**config.mk**
```make
export PLATFORM = sky130hd
export DESIGN_NAME = iis_sample_fifo
export DESIGN_NICKNAME = d
export VERILOG_FILES = /design/src/rtl/iis_sample_fifo.sv
export SDC_FILE = /design/constraint.sdc
export NUM_CORES = 1
export LEC_CHECK = 0
export ABC_AREA = 1
export CAP_MARGIN = 20
export CORE_MARGIN = 3
export CORE_UTILIZATION = 35
export DETAILED_ROUTE_END_ITERATION = 6
export PLACE_DENSITY_LB_ADDON = 0.08
export RECOVER_POWER = 25
export SKIP_CTS_REPAIR_TIMING = 1
export SLEW_MARGIN = 40
export SYNTH_ARGS = -nofsm -noshare
export SYNTH_HDL_FRONTEND = slang
export SYNTH_SLANG_ARGS = --single-unit
```
**constraint.sdc**
```tcl
create_clock -name sck -period 6.8 [get_ports sck]
set_clock_uncertainty 0.05 [all_clocks]
set_input_delay 2.04 -clock sck [delete_from_list [all_inputs] [get_ports sck]]
set_output_delay 2.04 -clock sck [all_outputs]
set_load 0.02 [all_outputs]
```
**src/rtl/iis_sample_fifo.sv**
```systemverilog
// -----------------------------------------------------------------------------
// iis_sample_fifo
//
// Stereo sample buffer between the I2S receive port and the ADSP core.
// Each write_en pulse captures one {left, right} 32-bit pair. The head pair is
// presented first-word-fall-through on a valid/ready handshake. Output is held
// off (PRIME state) until the occupancy reaches PRIME_LEVEL. Sticky overflow
// and underflow flags are reported to the register map.
//
// Optional build macro: IIS_FIFO_ZERO_FILL_EN
//   When defined, RUN keeps adsp_valid high even when empty; an empty head
//   reads as zero, a transfer while empty flags underflow and stays in RUN.
//
// Ports:
//   sck                  clock, all logic on the rising edge
//   rst_n                asynchronous active-low reset
//   write_en             one-cycle pulse, new pair on iis_adsp_*_data
//   iis_adsp_left_data   left sample from the I2S port
//   iis_adsp_right_data  right sample from the I2S port
//   regmap_fifo_clr      synchronous flush (pointers, level, state)
//   regmap_flag_clr      clears the sticky flags
//   adsp_ready           ADSP accepts the head pair this cycle
//   adsp_valid           head pair available
//   adsp_left_data       head left sample
//   adsp_right_data      head right sample
//   fifo_level           current occupancy, 0..2^DEPTH_LOG2
//   fifo_ovf             sticky overflow flag
//   fifo_udf             sticky underflow flag
// -----------------------------------------------------------------------------
module iis_sample_fifo #(
   parameter int DEPTH_LOG2  = 3,
   parameter int PRIME_LEVEL = 4
) (
   input  logic                  sck,
   input  logic                  rst_n,
   input  logic                  write_en,
   input  logic [31:0]           iis_adsp_left_data,
   input  logic [31:0]           iis_adsp_right_data,
   input  logic                  regmap_fifo_clr,
   input  logic                  regmap_flag_clr,
   input  logic                  adsp_ready,
   output logic                  adsp_valid,
   output logic [31:0]           adsp_left_data,
   output logic [31:0]           adsp_right_data,
   output logic [DEPTH_LOG2:0]   fifo_level,
   output logic                  fifo_ovf,
   output logic                  fifo_udf
);

   localparam int                DEPTH     = 1 << DEPTH_LOG2;
   localparam logic [DEPTH_LOG2:0] FULL_LVL  = (DEPTH_LOG2+1)'(DEPTH);
   localparam logic [DEPTH_LOG2:0] PRIME_LVL = (DEPTH_LOG2+1)'(PRIME_LEVEL);

   typedef enum logic {
      ST_PRIME = 1'b0,
      ST_RUN   = 1'b1
   } state_t;

   // Storage and state
   logic [63:0]           mem_q [DEPTH];
   logic [DEPTH_LOG2-1:0] wr_ptr_q, wr_ptr_d;
   logic [DEPTH_LOG2-1:0] rd_ptr_q, rd_ptr_d;
   logic [DEPTH_LOG2:0]   level_q, level_d;
   state_t                state_q, state_d;
   logic                  ovf_q, ovf_d;
   logic                  udf_q, udf_d;

   // Datapath decode
   logic full;
   logic empty;
   logic run;
   logic transfer;
   logic rd_adv;
   logic wr_acc;
   logic ovf_event;
   logic udf_event;

   assign full     = (level_q == FULL_LVL);
   assign empty    = (level_q == '0);
   assign run      = (state_q == ST_RUN);
   assign transfer = adsp_valid && adsp_ready;

   // A transfer only consumes data when something is stored; in zero-fill
   // mode the handshake can complete on an empty FIFO without moving pointers.
   assign rd_adv    = transfer && !empty;
   assign udf_event = run && adsp_ready && empty;

   // A flush discards a coincident write, so it is neither stored nor counted
   // as an overflow. A read in the same cycle frees a slot on a full FIFO.
   assign wr_acc    = write_en && !regmap_fifo_clr && (!full || rd_adv);
   assign ovf_event = write_en && !regmap_fifo_clr && full && !rd_adv;

   // Sample storage: no reset needed, the pointers and level define validity.
   always_ff @(posedge sck) begin
      if (wr_acc) begin
         mem_q[wr_ptr_q] <= {iis_adsp_left_data, iis_adsp_right_data};
      end
   end

   // Pointer, level and flag next-state
   always_comb begin
      wr_ptr_d = wr_ptr_q;
      rd_ptr_d = rd_ptr_q;
      level_d  = level_q;
      if (regmap_fifo_clr) begin
         wr_ptr_d = '0;
         rd_ptr_d = '0;
         level_d  = '0;
      end else begin
         if (wr_acc) begin
            wr_ptr_d = wr_ptr_q + DEPTH_LOG2'(1);
         end
         if (rd_adv) begin
            rd_ptr_d = rd_ptr_q + DEPTH_LOG2'(1);
         end
         level_d = level_q + (DEPTH_LOG2+1)'(wr_acc) - (DEPTH_LOG2+1)'(rd_adv);
      end
   end

   // A new event in the same cycle as a flag clear keeps the flag set.
   always_comb begin
      ovf_d = ovf_q;
      udf_d = udf_q;
      if (regmap_flag_clr) begin
         ovf_d = 1'b0;
         udf_d = 1'b0;
      end
      if (ovf_event) begin
         ovf_d = 1'b1;
      end
      if (udf_event) begin
         udf_d = 1'b1;
      end
   end

   always_ff @(posedge sck or negedge rst_n) begin
      if (!rst_n) begin
         wr_ptr_q <= '0;
         rd_ptr_q <= '0;
         level_q  <= '0;
         ovf_q    <= 1'b0;
         udf_q    <= 1'b0;
      end else begin
         wr_ptr_q <= wr_ptr_d;
         rd_ptr_q <= rd_ptr_d;
         level_q  <= level_d;
         ovf_q    <= ovf_d;
         udf_q    <= udf_d;
      end
   end

   // FSM: state register
   always_ff @(posedge sck or negedge rst_n) begin
      if (!rst_n) begin
         state_q <= ST_PRIME;
      end else begin
         state_q <= state_d;
      end
   end

   // FSM: next state. The priming threshold uses the registered level, so
   // adsp_valid rises the cycle after the threshold is reached.
   always_comb begin
      state_d = state_q;
      if (regmap_fifo_clr) begin
         state_d = ST_PRIME;
      end else begin
         case (state_q)
            ST_PRIME: begin
               if (level_q >= PRIME_LVL) begin
                  state_d = ST_RUN;
               end
            end
            ST_RUN: begin
`ifdef IIS_FIFO_ZERO_FILL_EN
               state_d = ST_RUN;
`else
               if (udf_event) begin
                  state_d = ST_PRIME;
               end
`endif
            end
            default: state_d = ST_PRIME;
         endcase
      end
   end

   // FSM: outputs. Head data is gated to zero whenever no stored pair is
   // being presented, which also gives the zero-fill value when empty.
   logic head_live;
   assign head_live = run && !empty;

   always_comb begin
`ifdef IIS_FIFO_ZERO_FILL_EN
      adsp_valid = run;
`else
      adsp_valid = head_live;
`endif
      adsp_left_data  = 32'h0;
      adsp_right_data = 32'h0;
      if (head_live) begin
         adsp_left_data  = mem_q[rd_ptr_q][63:32];
         adsp_right_data = mem_q[rd_ptr_q][31:0];
      end
   end

   assign fifo_level = level_q;
   assign fifo_ovf   = ovf_q;
   assign fifo_udf   = udf_q;

endmodule

```
==> results of run 1 <==
==> per-stage QoR <==
| stage | instance area (um2) | power, mW | setup TNS (ns) | util | setup slack, ns |
|---|---|---|---|---|---|
| final | 26010 | 8.641 | 0 | 0.4199 | 1.381 |
| after global routing | 26000 | 9.109 | 0 | 0.4198 | 1.133 |
| after CTS | 26000 | 8.780 | 0 | 0.4197 | 1.300 |
| after detailed placement | 24290 | 5.885 | 0 | 0.3922 | 1.974 |
| after global placement | 24180 | 5.843 | 0 | 0.3903 | 1.885 |
| after floorplan | 21960 | 5.109 | -390.00 | - | -0.7619 |
==> routing by layer <==
metal / part of all wire / track usage / vias to the layer above
met5: 0.00054 / 0 / -
met4: 0.023 / 0.04693 / 4
met3: 0.038 / 0.02242 / 84
met2: 0.47 / 0.2677 / 212
met1: 0.47 / 0.2243 / 6759
li1: - / - / 6881
==> placed cells by master, fill, tap and decap left out, drive strengths merged, types with 8 or more instances in the layout <==
master           n
nand2          338
edfxtp         512
clkdlybuf4s50  103
ha               8
nor3             8
dfrtp           13
buf             34
nor2           455
o21ai          197
inv            210
nand3          138
clkbuf          73
dlygate4sd3     37
clkinv          28
==> cell families (layout without fill, tap and decap cells) <==
family	count (synthesis)	in the layout	synth area share
compound gates	201	201	0.04587
xor+xnor	3	3	0.001197
fa+ha+maj	9	9	0.005471
buf+inv	317	489	0.06291
flops	525	525	0.7151
other cells	0	2	0
simple gates	941	941	0.1695
==> cell type report <==
type                            instances  area (um2)
Antenna cell                            2       5.005
Clock buffer                           73        1486
Clock inverter                         31       215.2
Fill cell                            5928       35930
Inverter                              211       797.0
Multi-Input combinational cell       1154        4922
Sequential cell                       525       15710
Tap cell                              837        1047
Timing Repair Buffer                  174        1827
==> cells in the mapped netlist <==
cell and instances:
ha_1 8, a21oi_1 3, o21ai_0 168, clkinv_1 1
nor2_1 455, clkbuf_1 40, o21ai_1 29, inv_1 209
buf_4 7, buf_6 17, nor3_1 8, nor3b_1 1
xnor2_1 1, xor2_1 2, nand2_1 338, buf_2 30
inv_2 1, dfrtp_1 13, fa_1 1, nand3_1 138
edfxtp_1 512, buf_1 12, o22ai_1 1, nand4_1 1
==> worst max-delay path, stage by stage, from the launching register on <==
cell	delay, ns
dfrtp_4	0.52
inv_6	0.28
buf_16	0.32
buf_12	0.28
nor2_1	0.06
o21ai_1	0.24
nor2_1	0.06
nor2_1	0.24
clkdlybuf4s50_1	0.67
==> flip-flops by register name, indices dropped and copies added, names as in the netlist <==
name and cells:
mem_q 512, fifo_level 4, rd_ptr_q 3, wr_ptr_q 3, fifo_ovf 1, fifo_udf 1, run 1
==> worst paths after layout <==
kind	start	endpoint	slack, ns	depth (start not counted)
min reg2reg	fifo_udf	fifo_udf	0.47	2
max	rd_ptr_q[0]	adsp_left_data[31]	1.38	8
min in group asynchronous	rst_n	fifo_level[1]	1.80	1
max in group asynchronous	rst_n	rd_ptr_q[1]	4.42	1
max reg2reg	fifo_level[2]	mem_q[2][24]	4.17	8
min	fifo_udf	fifo_udf	0.47	2
==> power by group through the flow <==
stage               registers (mW)  clock network [mW]  logic (mW)
floorplan                     3.81                   0        1.30
global placement              3.81                   0        2.04
detailed placement            3.81                   0        2.08
CTS                           3.74                2.95        2.09
global route                  3.75                3.08        2.28
finish                        3.74                2.87        2.03
==> qor.yml, run 1 <==
placed_design:
  port_buffers: 140
  gp_congestion: 0.7428
  hpwlAfterDp_um: 28740
  post-place-cells: 2901
yosys:
  synth_top_area_share: 0.7003
  ys_warn_count: 0
  syn_nets: 2075
  ys_seq_area_frac: 0.7151
  avgSynthCellArea_um2: 11.00
  ys_ff_latch: 525
  yosysTopAreaCell: "edfxtp_1"
  synth.cell_area_mm2: 0.02196
  ys_types: 24
  synthCells: 1996
  yosys-top-cells-area: "edfxtp_1 70%, nor2_1 7.8%, nand2_1 5.8%, o21ai_0 3.8%, inv_1 3.6%"
layout:
  finalNonFillerCells: 3007
  final_nets: 2201
  drive_gt1_frac: 0.05535
  syn_to_final_growth_pct: 18.46
routing:
  postRouteAntennaNets: 0
  drt_iter0_drc: 805
  vias_per_cell: 4.636
  drt_first_pass_iters: 5
  vias: 13940
  wirelength_um: 54110
  post_drt_wl_per_cell_um: 18.00
  post-route-drc-count: 0
clock_tree:
  htreeDepth: 2
  numClockSinks: 525
  clk_pin_slew_ns: 0.06
  cts_tree: "yes"
  clock_latency_ns: 0.59
  cts-root-buf: "clkbuf_16"
  numCtsBuffers: 56
  clk_path_buf_depth: 3
floorplan:
  die_h_um: 256.5
  rows: 91
  io_pins: 141
  start_util: 0.3545
  die_w_um: 256.5
  core_region_area_mm2: 0.06194
  die_area_mm2: 0.06577
worst_setup_path:
  critical_path_class: "reg -> out"
  cp-start-kind: "flop"
  endpoint_kind: "output port"
  worst-path-max-fanout: 60
  crit_arrival_ns: 3.33
  cp.required_ns: 4.71
power_and_ir_drop:
  p_comb_frac: 0.235
  vdd_drop_max_mv: 0.2036
  p_leak_nw: 9.551
  internal_power_mw: 6.002
  switchingPower_mw: 2.639
  clockPowerShare: 0.332
  pwr_density_cell_mw_per_mm2: 332.2
  seqPwrFrac: 0.433
  swShare: 0.3054
timing:
  fmax_mhz: 184.5
  timing.hold.ws_ns: 0.4743
  worst_pin_slew_ns: 0.7803
  min_period_ns: 5.419
  min_period_over_period: 0.7969
  setup_viol: 0
  relSlewSlack: 0.4798
  rsz0062_at_grt: "no"
  hold_violations: 0
  slew_viol_final: 0
global_routing:
  grt_pass1_vias: 13440
  antenna_found_initial: 6
  globalRouteOverflowTotal: 0
  grt_max_degree: 105
  grt_pass1_wl_um: 82880
  grt.total_usage: 0.1621
run:
  drv_cap: 0
status:
  outcome: "finished clean"
min_path:
  hp-class: "reg -> reg"
Power figures use the tool's default switching activity.
==> run 2, diff against run 1 <==
==> constraint.sdc (replaced) <==
create_clock -name sck -period 5.6 [get_ports sck]
set_clock_uncertainty 0.05 [all_clocks]
set_input_delay 1.68 -clock sck [delete_from_list [all_inputs] [get_ports sck]]
set_output_delay 1.68 -clock sck [all_outputs]
set_load 0.02 [all_outputs]
==> run 2 against run 1 <==
  * Core utilization increased by 0.099 points
  * Power increased by 23%
  * Largest power group unchanged
  * Via count decreased by 0.47%
  * Clock-buffer cell count increased by 3
==> qor.yml, run 2 (synthesized netlist as in run 1, its figures left out) <==
global_routing:
  grt-busiest-layer: "met2"
  grt_util_met3: 0.02410  # +0.001679
  grt_max_degree: 162  # +54%
  globalRouteOverflowTotal: 0  # unchanged
  grt_pass1_vias: 13850  # +3.0%
  grtUsageMet2: 0.2866  # +0.01884
  grt_pass1_wl_um: 85970  # +3.7%
  grtUsageMet1: 0.2292  # +0.004921
  grt.total_usage: 0.1693  # +0.007202
  antenna_found_initial: 4  # -2
run:
  drv_cap: 0  # unchanged
floorplan:
  io_pins: 141  # unchanged
  rows: 91  # unchanged
  die_w_um: 256.5  # unchanged
  die_area_mm2: 0.06577  # unchanged
  core_region_area_mm2: 0.06194  # unchanged
  die_h_um: 256.5  # unchanged
  start_util: 0.3545  # unchanged
clock_tree:
  clock_latency_ns: 0.59  # about the same
  cts-root-buf: "clkbuf_16"
  htreeDepth: 2  # unchanged
  clk_pin_slew_ns: 0.06  # about the same
  clk_path_buf_depth: 3  # unchanged
  numCtsBuffers: 57  # +1.8%
  numClockSinks: 525  # unchanged
  cts_tree: "yes"
routing:
  drt_first_pass_iters: 5  # unchanged
  drt_iter0_drc: 809  # +0.50%
  post-route-drc-count: 0  # unchanged
  vias: 13870  # -0.47%
  vias_per_cell: 4.615  # -0.44%
  post_drt_wl_per_cell_um: 18.45  # +2.5%
  wirelength_um: 55470  # +2.5%
  postRouteAntennaNets: 0  # unchanged
layout:
  largest_reg_flops: 512  # unchanged
  final_nets: 2202  # +0.045%
  syn_to_final_growth_pct: 18.74
  top_register: "mem_q"
  final_cell_mix: "512 x edfxtp_1, 454 x nor2_1, 338 x nand2_1"
  layout_commonest_cell: "edfxtp_1"
  drive_gt1_frac: 0.05627  # +0.0009225
worst_setup_path:
  cp-start-kind: "flop"
  cp_slowest_cell: "dfrtp_4"
  crit_chain: "buf_4, o21ai_0, o21ai_1, nor2_1, nor2_1, clkdlybuf4s50_1"
  endpoint_kind: "output port"
  cp_common_cell: "nor2_1"
  timing.rr.end: "mem_q[0][42]"
  r2r_start: "fifo_level[2]"
  worst-path-max-fanout: 53  # -12%
  cpPeakStageDelay_ns: 0.76  # +0.09 ns
  reg2reg_slack_ns: 2.89  # -1.28 ns
  crit_arrival_ns: 3.25  # -0.08 ns
  reg2reg_depth: 8  # unchanged
  critical_path_class: "reg -> out"
  cp.required_ns: 3.87  # -0.84 ns
power_and_ir_drop:
  pwr_density_cell_mw_per_mm2: 406.6  # +22%
  vdd_drop_max_mv: 0.2326  # +14%
  p_leak_nw: 9.575  # +0.25%
  p_total_mw: 10.60  # +23%
min_path:
  hp-class: "reg -> reg"
  min_delay_path_depth: 2  # unchanged
  hold_start: "fifo_udf"
  min_to: "fifo_udf"
timing:
  setup-tns-final_ns: 0  # unchanged
  fmax_mhz: 200.7
  min_period_over_period: 0.8896
  worst_pin_slew_ns: 0.7819  # +0.001554 ns
  min_period_ns: 4.982
  setup_viol: 0  # unchanged
  hold_violations: 0  # unchanged
  relSlewSlack: 0.4787  # -0.001036
  slew_viol_final: 0  # unchanged
  rsz0062_at_grt: "no"
placed_design:
  port_buffers: 140  # unchanged
  hpwlAfterDp_um: 29000  # +0.89%
  gp_congestion: 0.7418  # -0.13%
status:
  outcome: "finished clean"
run 2: cell types whose count changed in the layout (fill, tap and decap cells not counted), sizes merged:
cell / previous run / this run
clkinv: 28 / 22
clkdlybuf4s50: 103 / 102
dlygate4sd3: 37 / 38
clkbuf: 73 / 76
clkinvlp: 1 / 2
diode: 2 / 1
bufinv: 3 / 5
run 2: per-stage QoR:
step           instance area, um2    util  hold slack, ns  setup slack, ns  std cells
3_5_place_dp                24280  0.3920          0.4639            1.177       2901
5_1_grt                     26070  0.4209          0.5197           0.3369       3006
2_1_floorplan               21960       -          0.4867           -1.602       1996
3_3_place_gp                24280  0.3920          0.4620            1.192       2901
4_1_cts                     26070  0.4208          0.4755           0.5231       3005
6_report                    26070  0.4209          0.4714           0.6181       3006
run 2: worst max-delay path, delay by kind of cell, from the launching register on:
family | cells | cell delay, ns
AND/OR/NAND/NOR | 2 | 0.27
buffers and inverters | 2 | 1.24
AO/OA/AOI/OAI | 2 | 0.34
flip-flops | 1 | 0.76
run 2: cell type report:
class	instances	area, um2
tap	837	1047
clock inverter	28	255.2
inverter	211	799.5
fill	5939	35870
sequential	525	15710
antenna	1	2.502
timing repair buffer	174	1807
multi-input combinational	1154	4922
clock buffer	76	1528
run 2: how the worst max path moves through the flow:
stage                startpoint             endpoint  cells past startpoint
detailed placement  rd_ptr_q[0]  adsp_right_data[17]                      7
CTS                 rd_ptr_q[0]  adsp_right_data[17]                      7
finish              rd_ptr_q[1]   adsp_left_data[31]                      6
floorplan            adsp_ready          mem_q[4][0]                      7
global placement    rd_ptr_q[0]  adsp_right_data[17]                      7
global route        rd_ptr_q[1]   adsp_left_data[31]                      6
run 2: routing by layer:
layer	share of wire	routed length, um	vias to the layer above
met2	0.48	26800	203
met4	0.021	1180	2
li1	-	-	6879
met5	0.00016	9	-
met1	0.46	25570	6713
met3	0.034	1904	77
run 2: report_power, final:
group / switching (mW) / internal, mW
clock: 1.49 / 2.13
combinational: 1.61 / 0.793
sequential: 0.0961 / 4.48
